--- config.mk ---
export PLATFORM = sky130hd
export DESIGN_NAME = mem_port_arbiter
export DESIGN_NICKNAME = d
export VERILOG_FILES = /design/src/rtl/mem_port_arbiter_pkg.sv /design/src/rtl/mem_port_arbiter.sv
export SDC_FILE = /design/constraint.sdc
export NUM_CORES = 1
export LEC_CHECK = 0
export CAP_MARGIN = 5
export CORE_AREA = 2 2 118 120
export CTS_CLUSTER_DIAMETER = 200
export DETAILED_ROUTE_END_ITERATION = 12
export DIE_AREA = 0 0 120 122
export PLACE_DENSITY = 0.78
export SLEW_MARGIN = 20
export SYNTH_ARGS = -nofsm -noshare
export SYNTH_HDL_FRONTEND = slang
export SYNTH_SLANG_ARGS = --single-unit
--- constraint.sdc ---
create_clock -name clk -period 4.7 [get_ports clk]
set_input_delay 0.94 -clock clk [delete_from_list [all_inputs] [get_ports clk]]
set_output_delay 0.94 -clock clk [all_outputs]
set_load 0.02 [all_outputs]
--- src/rtl/mem_port_arbiter_pkg.sv ---
// Shared types and constants for the unified-memory port arbiter.
package mem_arb_pkg;

    // Sequencer phases: waiting for a request, driving the memory port, waiting out read latency.
    typedef enum logic [1:0] {
        IDLE  = 2'd0,
        ISSUE = 2'd1,
        WAIT  = 2'd2
    } state_t;

    // Which requester owns the current (or most recent) transaction.
    typedef enum logic {
        FETCH = 1'b0,
        DATA  = 1'b1
    } owner_t;

    // RV32I word-width code; fetches always use it.
    localparam logic [2:0] FUNCT3_WORD = 3'b010;

endpackage

--- src/rtl/mem_port_arbiter.sv ---
// Round-robin arbiter and one-transaction-at-a-time sequencer that shares the
// single-ported unified memory between instruction fetch and load/store.
module mem_port_arbiter
    import mem_arb_pkg::*;
#(
    parameter int READ_LATENCY = 1
) (
    input  logic        clk,
    input  logic        rst_n,

    input  logic        if_req,
    input  logic [31:0] if_addr,
    output logic        if_gnt,
    output logic        if_rvalid,
    output logic [31:0] if_rdata,

    input  logic        d_req,
    input  logic        d_we,
    input  logic [31:0] d_addr,
    input  logic [31:0] d_wdata,
    input  logic [2:0]  d_funct3,
    output logic        d_gnt,
    output logic        d_rvalid,
    output logic [31:0] d_rdata,

    output logic [31:0] read_address,
    input  logic [31:0] read_data,
    output logic [31:0] write_address,
    output logic [31:0] write_data,
    output logic        write_mem,
    output logic [2:0]  funct3
);

    // The WAIT counter starts at READ_LATENCY-1 so that rvalid lands READ_LATENCY
    // cycles after the issue cycle; two bits cover the supported range 1..4.
    localparam logic [1:0] LAT_LOAD = 2'(READ_LATENCY - 1);

    state_t      state_q, state_d;
    owner_t      lastOwner_q, lastOwner_d;
    owner_t      owner_q, owner_d;
    logic [31:0] addr_q, addr_d;
    logic [31:0] wdata_q, wdata_d;
    logic        we_q, we_d;
    logic [2:0]  funct3_q, funct3_d;
    logic [1:0]  count_q, count_d;

    logic        ifGnt;
    logic        dGnt;
    logic        rvalidHit;

    // Grants are only given in IDLE; on a tie the requester not served last wins.
    always_comb begin
        ifGnt = 1'b0;
        dGnt  = 1'b0;
        if (state_q == IDLE) begin
            if (if_req && d_req) begin
                if (lastOwner_q == FETCH) begin
                    dGnt = 1'b1;
                end else begin
                    ifGnt = 1'b1;
                end
            end else if (if_req) begin
                ifGnt = 1'b1;
            end else if (d_req) begin
                dGnt = 1'b1;
            end
        end
    end

    // Next-state logic: capture the granted request, then issue, then wait for read data.
    always_comb begin
        state_d     = state_q;
        lastOwner_d = lastOwner_q;
        owner_d     = owner_q;
        addr_d      = addr_q;
        wdata_d     = wdata_q;
        we_d        = we_q;
        funct3_d    = funct3_q;
        count_d     = count_q;

        case (state_q)
            IDLE: begin
                if (ifGnt) begin
                    state_d     = ISSUE;
                    owner_d     = FETCH;
                    lastOwner_d = FETCH;
                    addr_d      = if_addr;
                    we_d        = 1'b0;
                    funct3_d    = FUNCT3_WORD;
                end else if (dGnt) begin
                    state_d     = ISSUE;
                    owner_d     = DATA;
                    lastOwner_d = DATA;
                    addr_d      = d_addr;
                    wdata_d     = d_wdata;
                    we_d        = d_we;
                    funct3_d    = d_funct3;
                end
            end
            ISSUE: begin
                if (we_q) begin
                    state_d = IDLE;
                end else begin
                    state_d = WAIT;
                    count_d = LAT_LOAD;
                end
            end
            WAIT: begin
                if (count_q == 2'd0) begin
                    state_d = IDLE;
                end else begin
                    count_d = count_q - 2'd1;
                end
            end
            default: begin
                state_d = IDLE;
            end
        endcase
    end

    // State and captured-request registers; reset drops any transaction in flight.
    always_ff @(posedge clk or negedge rst_n) begin
        if (!rst_n) begin
            state_q     <= IDLE;
            lastOwner_q <= FETCH;
            owner_q     <= FETCH;
            addr_q      <= 32'd0;
            wdata_q     <= 32'd0;
            we_q        <= 1'b0;
            funct3_q    <= FUNCT3_WORD;
            count_q     <= 2'd0;
        end else begin
            state_q     <= state_d;
            lastOwner_q <= lastOwner_d;
            owner_q     <= owner_d;
            addr_q      <= addr_d;
            wdata_q     <= wdata_d;
            we_q        <= we_d;
            funct3_q    <= funct3_d;
            count_q     <= count_d;
        end
    end

    // Read data is valid in the last WAIT cycle; only the owner sees the strobe.
    assign rvalidHit = (state_q == WAIT) && (count_q == 2'd0) && !we_q;

    assign if_gnt    = ifGnt;
    assign d_gnt     = dGnt;
    assign if_rvalid = rvalidHit && (owner_q == FETCH);
    assign d_rvalid  = rvalidHit && (owner_q == DATA);
    assign if_rdata  = read_data;
    assign d_rdata   = read_data;

    // The captured registers only change on entry to ISSUE, so the memory
    // port naturally holds its last values in every other phase.
    assign read_address  = addr_q;
    assign write_address = addr_q;
    assign write_data    = wdata_q;
    assign funct3        = funct3_q;
    assign write_mem     = (state_q == ISSUE) && we_q;

endmodule

Word-level counts from Yosys, hierarchy flattened
Cells that the tools add are included.
{"block": "classes", "addsub": 1, "mul": 0, "div_mod_pow": 0, "n_lt_le_gt_ge": 0, "eq_ne": 6, "shift": 0, "muxes": 25, "n_bitwise": 2, "reduce_logical": 15}
{"cell": "32-bit two-way mux", "count": 2}
{"cell": "1-bit two-way mux", "count": 13}
{"cell": "2-bit two-way mux", "count": 6}
{"cell": "1-bit logical AND", "count": 6}
{"cell": "3-bit two-way mux", "count": 2}
{"cell": "2-bit inequality test, second input constant", "count": 3}
{"cell": "2-bit case mux with 3 select lines", "count": 1}
{"cell": "3-bit AND reduction", "count": 2}
{"cell": "2-bit logical NOT", "count": 2}
{"cell": "2-bit case mux with 2 select lines", "count": 1}
{"cell": "2-bit AND reduction", "count": 2}
{"cell": "2-bit nonzero test", "count": 2}
{"cell": "3-bit inequality test, second input constant", "count": 1}
{"cell": "2-bit by 1-bit equality test with 1-bit output, second input constant", "count": 1}
{"cell": "2-bit equality test, second input constant", "count": 1}
{"cell": "1-bit NOT", "count": 2}
{"cell": "2-bit by 1-bit subtractor with 2-bit output, second input constant", "count": 1}
{"cell": "1-bit logical NOT", "count": 1}
{"block": "word_totals", "ff_bits": 73, "latchBits": 0, "ramBits": 0, "mem_bits_ro": 0, "inputBits": 136, "out_inout_bits": 168, "memories": 0}

Depth between registers and ports, before layout
{"block": "logic_depth", "depth_word": 7, "depth_mapped": 6, "mapped_depth_nobuf": 5}

Least setup slack after synthesis
Ideal clock, no wire load.
{"block": "synth_path", "path_type": "input port to output port", "start": "in if_req", "end": "out d_gnt", "arrival_ns": 1.601, "t_required_ns": 3.760, "path_slack_ns": 2.159, "cell_stages": 5, "path_buffers": 3, "cell_sequence": "buf_4 -> nand2_1 -> and3_1 -> buf_6 -> buf_6"}
{"block": "synth_between", "elab_chain_len": 3, "word_cells_on_any_way": 4, "classes_between": "3 x mux; 1 x reduce/logical"}
{"element": "from (decl)", "line": "mem_port_arbiter.sv:11", "rtl": "input logic if_req,"}
{"element": "1-bit two-way mux / 1-bit logical AND (equally long branches)", "line": "mem_port_arbiter.sv:62, mem_port_arbiter.sv:56"}
{"element": "1-bit two-way mux (*)", "line": "mem_port_arbiter.sv:56", "rtl": "if (if_req && d_req) begin"}
{"element": "1-bit two-way mux (*)", "line": "mem_port_arbiter.sv:55", "rtl": "if (state_q == IDLE) begin"}
{"element": "to (decl)", "line": "mem_port_arbiter.sv:22", "rtl": "output logic d_gnt,"}
Every way passes the cells marked *; elsewhere a longest branch is shown, timed or not.

Worst setup path after layout
Ends and elaborated chain as after synthesis.

==> impl_metrics.tcl <==
set metrics [dict create \
    cts_tree "yes" \
    ir_drop_mv 0.241 \
    start_util_pct 30.3 \
    syn_inst 392 \
    cp.arrival_ns 2.52 \
    async_reset_ff_share_pct 100 \
    crit_required_ns 3.76 \
    fin_cells 673 \
    grt_pass1_vias 3314 \
    place_congestion 0.793 \
    post-cts-setup-buffer-count 0 \
    cts-resized-gates 0 \
    fill_cells 1232 \
    route.met2.wl_um 5700 \
    drv_slew 0 \
    power_density_mw_per_mm2 725 \
    cts_sinks 73 \
    m1WireLength_um 4410 \
    htree_levels 3 \
    mostFrequentLayoutCell "clkdlybuf4s50_1" \
    setup_tns_ns 0 \
    ys_seq_area_share_pct 44.7 \
    hold_viol_final 0 \
    clkLatencyLatePin_ns 0.33 \
    syn_nets 529 \
    drt_iter0_markers 210 \
    p_leak_nw 2.34 \
    wl_met3_um 891 \
    layout_common_cells "clkdlybuf4s50_1, dfrtp_1, inv_1" \
    fin_hold_ws_ns 0.494 \
    avgViaCountPerCell 4.88 \
    grt-ovfl-total 0 \
    yosysUniqueCellTypes 33 \
    antenna_found_initial 0 \
    cp-end-kind "primary output" \
    highest_layer "met4" \
    synth-edff-count 0 \
    synth_warnings 0 \
    io_pins 304 \
    rsz0062_at_grt "no" \
    regArea_mm2 0.00183 \
    maxCapViolCount 0 \
    syn_to_final_growth_pct 42.1 \
    clock-skew-final_ns 0.00545 \
    cts_max_path_buffers 2 \
    root_buffer "clkbuf_16" \
    grt_use_total_pct 15.3 \
    antennaDiodeCount 0 \
    cts_buffers 9 \
    rows 43 \
    synth_area_mm2 0.00409 \
    fmax_ghz 0.289 \
    core_area_mm2 0.0135 \
    clk_pin_slew_ns 0.06 \
    postCtsHoldBufs 0 \
    dp_hpwl_um 8240 \
    drive_above_1_share_pct 12.0 \
    wl_um 11400 \
    setup_viol 0 \
    grt_pass1_wl_um 17500 \
    crit_fanout 5 \
    max-slew-margin-rel_pct 30.9 \
    wl_per_cell_um 16.9 \
    status "completed" \
    period_needed_ns 3.46 \
    die-area_mm2 0.0146 \
    final_nets 625 \
    synth_flop_cell "dfrtp_1" \
    fp.dieH_um 122 \
    worst_slew_pin_slew_ns 1.03 \
    hp-class "register to register" \
    chipWidth_um 120 \
    syn_avg_cell_area_um2 10.4 \
    io_buffer_count 207 \
    first_pass_iters 5 \
    path_class "primary input to primary output" \
    synth_seq_cells 73 \
    place_inst 657 \
    timing.final.crit_share_pct 73.7 \
    cp-start-kind "primary input" \
    grt_max_degree 74 \
    route.detailed.drc 0 \
    multi_input_area_mm2 0.00123 \
    via_count 3287 \
    drtAntennaViolNets 0 \
]
registers in the layout, summed over array words and instances (netlist names):
signal,cells
state_q,2
we_q,1
count_q,2
read_address,32
funct3,3
owner_q,1
write_data,32
cells in the mapped netlist (all sizes together), types with 2 or more instances:
master | instances | area (um^2)
buf | 109 | 841
dfrtp | 72 | 1800
inv | 37 | 139
o21ai | 34 | 174
mux2 | 32 | 360
nand4 | 32 | 200
o311ai | 32 | 280
clkbuf | 17 | 63.8
a22o | 3 | 26.3
nand2 | 3 | 11.3
nor2 | 3 | 27.5
and3 | 2 | 17.5
nand3b | 2 | 15.0
nor4b | 2 | 17.5
report_power, final:
part           switching, mW  total, mW  leakage [nW]  internal (mW)
combinational           1.23       2.38          1.34           1.15
clock                  0.285      0.651         0.131          0.366
sequential             0.231       1.18         0.873          0.951
total                   1.74       4.21          2.34           2.47
final timing paths:
| kind | start | end | slack, ns | depth (start not counted) |
|---|---|---|---|---|
| worst max-delay path | if_req | d_gnt | 1.24 | 4 |
| worst min-delay path | write_data[12] | write_data[12] | 0.49 | 1 |
| worst max register to register | state_q[0] | write_data[17] | 2.40 | 4 |
| worst min register to register | write_data[12] | write_data[12] | 0.49 | 1 |
| max in group asynchronous | rst_n | read_address[7] | 3.36 | 1 |
| min in group asynchronous | rst_n | write_data[11] | 0.75 | 1 |
cell type report:
cell class	instances	share of cell area (%)
timing repair buffer	211	36.2
sequential	73	31.5
multi-input combinational	156	21.2
inverter	37	2.39
clock inverter	7	1.03
tap	180	3.88
clock buffer	9	3.88
metal layers:
layer	vias to the layer above	track usage, %
met5	-	0
met4	0	7.79
met3	39	4.03
met2	170	24.8
met1	1604	18.7
li1	1474	-
through the flow:
| step | worst slack [ns] | power [mW] | util [%] | area [um^2] |
|---|---|---|---|---|
| floorplan | 2.16 | 2.71 | - | 4090 |
| global placement | 1.27 | 3.54 | 40.9 | 5520 |
| detailed placement | 1.29 | 3.59 | 40.9 | 5520 |
| CTS | 1.27 | 4.27 | 43.0 | 5800 |
| global route | 1.18 | 4.46 | 43.0 | 5810 |
| finish | 1.24 | 4.21 | 43.0 | 5810 |
cell families after synthesis:
| family | Yosys count | share of synthesized area [%] |
|---|---|---|
| fa+ha+maj | 1 | 0.306 |
| buf+inv | 163 | 25.5 |
| mux | 32 | 8.82 |
| flops | 73 | 44.7 |
| compound gates | 74 | 12.7 |
| simple gates | 49 | 7.90 |
critical path, cell delays in order:
cell             delay (ns)
clkdlybuf4s50_1        0.55
nand2_1                0.14
and3_2                 0.22
clkdlybuf4s50_1        0.66
(Power assumes the default switching activity.)
